--- config.mk ---
export PLATFORM = sky130hd
export DESIGN_NAME = normalize_ff_stage
export DESIGN_NICKNAME = d
export VERILOG_FILES = /design/src/rtl/normalize_ff_stage.sv
export SDC_FILE = /design/constraint.sdc
export NUM_CORES = 1
export LEC_CHECK = 0
export ABC_CLOCK_PERIOD_IN_PS = 6900
export BUFFER_PORTS_ARGS = -buffer_cell sky130_fd_sc_hd__buf_2
export CORE_MARGIN = 2
export CORE_UTILIZATION = 54
export DETAILED_ROUTE_END_ITERATION = 7
export PLACE_DENSITY = 0.82
export SETUP_SLACK_MARGIN = 0.5
export SLEW_MARGIN = 25
export SYNTH_ARGS = -nofsm -noshare
export SYNTH_HDL_FRONTEND = slang
export SYNTH_SLANG_ARGS = --single-unit
--- constraint.sdc ---
create_clock -name clk -period 6.9 [get_ports clk]
set_clock_uncertainty 0.05 [all_clocks]
set_input_delay 0.69 -clock clk [delete_from_list [all_inputs] [get_ports clk]]
set_output_delay 0.69 -clock clk [all_outputs]
set_load 0.01 [all_outputs]
--- src/rtl/normalize_ff_stage.sv ---
// Normalizes a 2.46 mantissa product into a registered IEEE-754 single word (1-cycle latency, no backpressure).
// Define NORMALIZE_FF_ROUND_EN for round-to-nearest-even; otherwise the fraction is truncated.
module normalize_ff_stage (
  input  logic        clk,
  input  logic        clr_b,
  input  logic        S_in,
  input  logic [7:0]  E_in,
  input  logic [47:0] P_in,
  output logic [31:0] P_normalized
);

  logic [5:0]        lzc;
  logic [47:0]       p_sh;
  logic [22:0]       frac;
  logic signed [9:0] eu;
  logic [22:0]       frac_rnd;
  logic signed [9:0] eu_rnd;
  logic [31:0]       result;
  logic              unused_bits;

  // Leading-zero count: the highest set bit wins because it is visited last.
  always_comb begin
    lzc = 6'd0;
    for (int i = 0; i < 48; i++) begin
      if (P_in[i]) lzc = 6'(47 - i);
    end
  end

  // Shifting the leading one up to bit 47 folds the k=47, k=46 and k<46 cases together.
  assign p_sh = P_in << lzc;
  assign frac = p_sh[46:24];
  assign eu   = signed'({2'b00, E_in}) + 10'sd1 - signed'({4'b0000, lzc});

`ifdef NORMALIZE_FF_ROUND_EN
  logic        guard;
  logic        sticky;
  logic        round_up;
  logic [23:0] frac_sum;

  assign guard    = p_sh[23];
  assign sticky   = |p_sh[22:0];
  assign round_up = guard & (sticky | frac[0]);
  assign frac_sum = {1'b0, frac} + {23'd0, round_up};
  // A carry out means the fraction wrapped to zero and the value doubled.
  assign frac_rnd = frac_sum[22:0];
  assign eu_rnd   = eu + (frac_sum[23] ? 10'sd1 : 10'sd0);
  assign unused_bits = p_sh[47];
`else
  assign frac_rnd = frac;
  assign eu_rnd   = eu;
  assign unused_bits = ^{p_sh[47], p_sh[23:0]};
`endif

  always_comb begin
    result = {S_in, eu_rnd[7:0], frac_rnd};
    if (E_in == 8'd0 || P_in == 48'd0) begin
      result = {S_in, 31'd0};
    end else if (E_in == 8'hFF) begin
      result = {S_in, 8'hFF, 23'd0};
    end else if (eu_rnd >= 10'sd255) begin
      result = {S_in, 8'hFF, 23'd0};
    end else if (eu_rnd <= 10'sd0) begin
      result = {S_in, 31'd0};
    end
  end

  always_ff @(posedge clk) begin
    if (clr_b) begin
      P_normalized <= 32'h0000_0000;
    end else begin
      P_normalized <= result;
    end
  end

endmodule

==> impl_metrics.json <==
{
  "outcome": "complete, no violations",
  "cts_tree": "built",
  "power.density_nw_per_um2": 139,
  "cts_buffers": 5,
  "cp-start-kind": "primary input",
  "syn_inst": 733,
  "diodes": 0,
  "grt_max_degree": 65,
  "cp_max_fo": 19,
  "synth.avg_cell_area_um2": 6.87,
  "hold_viol_final": 0,
  "gp_congestion": 1.07,
  "cts_resized": 0,
  "hpwl_um": 14600,
  "clk_path_buf_depth": 2,
  "period_needed_ns": 5.87,
  "dpl_cell_area_um2": 5430,
  "viasPerCell": 7.35,
  "fin_cells": 896,
  "synth_commonest_cells": "97 x o21ai_0, 57 x nor2_1, 47 x nand2_1, 42 x a211oi_1, 35 x nand3_1",
  "synthTopCellsByArea": "dfxtp_1 13%, o21ai_0 9.6%, a211oi_1 6.3%, nor2_1 4.2%, ha_1 4.0%",
  "cp.required_ns": 7.02,
  "drt-initial-drc-count": 688,
  "placed_cells": 888,
  "seq_area_um2": 641,
  "final_net_count": 860,
  "start_util_pct": 55.0,
  "maxClockFrequency_mhz": 170,
  "critPathKind": "in2reg",
  "grt_pass1_vias": 5829,
  "seq_area_frac_synth_pct": 12.7,
  "antenna_found_initial": 0,
  "switching_share_pct": 40.9,
  "synth_ff_type": "dfxtp_1",
  "synth_most_common_cell": "o21ai_0",
  "reg_top3": "P_normalized: 32 flops",
  "crit_path_max_incr_delay_ns": 0.55,
  "dieWidth_um": 101,
  "multi_input_area_um2": 3990,
  "ios": 91,
  "largest_register_ffs": 32,
  "clk_pin_slew_ns": 0.07,
  "layout-drive-gt1-share_pct": 19.1,
  "firstDrtPassIters": 6,
  "intPower_mw": 0.456,
  "switchingPower_mw": 0.315,
  "crit_chain": "buf_2, nor4_1, a21boi_1, o21ai_2, nand2_2, clkinv_1, ha_1, inv_1, ha_1, fa_1, a21o_1, a21oi_1, or4_1, nand4_1, nand4_1, nand4bb_1, nor2_1, nand2_1, o32ai_1",
  "die_area_um2": 10100,
  "ant_nets": 0,
  "final_cell_area_um2": 5560,
  "post-route-drc-count": 0,
  "setup_tns_ns": 0,
  "hold_path_class": "in2reg",
  "syn_area_um2": 5030,
  "grtUsageTotal_pct": 37.6,
  "setup_violations": 0,
  "num_rows": 35,
  "grt-ovfl-total": 0,
  "drv_slew": 0,
  "arrival_ns": 5.99,
  "post_cts_buffers": 0,
  "share_comb_of_total_power_pct": 47.4,
  "max_cap_viol_count": 0,
  "ir_drop_uv": 74.5,
  "cts_hold_buf": 0,
  "period_share_pct": 85.1,
  "cts_root_buf": "clkbuf_8",
  "cts_sinks": 32,
  "yosys_warnings": 0,
  "max-slew-margin-rel_pct": 46.2,
  "core_um2": 9150,
  "synth_top_area_share_pct": 12.7,
  "cp_slowest_cell": "nor4_1",
  "dieHeight_um": 101,
  "path_delay_family": "simple AND/OR/NAND/NOR gates",
  "yosysTopAreaCell": "dfxtp_1",
  "async_flop_share_pct": 0,
  "port_buffers": 90,
  "drt_wl_total_um": 19300,
  "p_leak_nw": 2.12,
  "critPathCaptureType": "register",
  "rsz0062_at_grt": "no",
  "p_seq_share_pct": 27.0,
  "syn_nets": 809,
  "tightest_slew_ns": 0.799,
  "vias": 6582,
  "synth_cell_types": 84,
  "area_growth_pct": 10.5,
  "fillCellCount": 874,
  "synth_edf_count": 0,
  "wl_per_cell_um": 21.6,
  "pwr-share-clk_pct": 25.6,
  "largest_register": "P_normalized",
  "htreeDepth": 2,
  "ys_ff_latch": 32,
  "grt_pass1_wl_um": 30900,
  "critPathBufInv": 3
}
[area by class of cell]
type,count,share of cell area [%]
Inverter,31,2.09
Timing Repair Buffer,103,9.85
Clock buffer,7,1.73
Multi-Input combinational cell,611,71.8
Tap cell,111,2.50
Clock inverter,1,0.540
Sequential cell,32,11.5
[power by group through the flow]
stage	clock, mW	sequential, mW	combinational (mW)
2_1_floorplan	0	0.224	0.215
3_3_place_gp	0	0.212	0.349
3_5_place_dp	0	0.213	0.351
4_1_cts	0.199	0.209	0.352
5_1_grt	0.205	0.210	0.395
6_report	0.197	0.208	0.366
[stage by stage]
stage / power, mW / setup slack, ns / util, % / hold WS [ns]
after global placement: 0.561 / 1.11 / 59.3 / 0.814
final: 0.771 / 1.03 / 60.8 / 0.523
after global routing: 0.810 / 0.557 / 60.8 / 0.542
after CTS: 0.760 / 1.17 / 60.7 / 0.521
after floorplan: 0.439 / 1.62 / - / 0.712
after detailed placement: 0.564 / 0.897 / 59.3 / 0.821
[placed cells by master, fill, tap and decap left out, drive strengths merged, types with 3 or more instances in the layout]
cell type / count
a21o: 5
o22ai: 17
buf: 103
nor3: 23
inv: 29
a21oi: 34
mux2i: 19
o211ai: 19
nor2b: 3
nand2b: 8
nand2: 48
o31ai: 10
a311oi: 8
nor2: 58
a21boi: 3
clkbuf: 7
o311ai: 4
ha: 16
dfxtp: 32
a31oi: 5
a2111oi: 4
nand3: 40
and3: 6
a22oi: 26
or2: 6
nand4: 8
o221ai: 9
or4: 5
o32ai: 4
o21ai: 113
a211oi: 46
o21a: 4
o31a: 3
xnor2: 4
nor4: 19
[final timing paths]
check / from / endpoint / slack, ns / depth (start not counted)
worst max-delay path: P_in[40] / P_normalized[1]$_SDFF_PP0_ / 1.03 / 19
worst min-delay path: clr_b / P_normalized[31]$_SDFF_PP0_ / 0.52 / 2
[per-layer routing]
layer  up-vias  wire, um  global-route usage, %
met5         -         0                      0
met4         0       849                   14.8
met3        84      2300                   4.65
met2       554      8380                   59.5
met1      2976      7810                   52.0
li1       2968         -                      -
[cell families after synthesis]
logic type | after synthesis | share of synthesized area (%)
xor+xnor | 5 | 0.870
mux | 22 | 4.90
flops | 32 | 12.7
compound gates | 334 | 44.7
buf+inv | 90 | 8.15
simple gates | 233 | 24.3
fa+ha+maj | 17 | 4.37
Power figures use the tool's default switching activity.
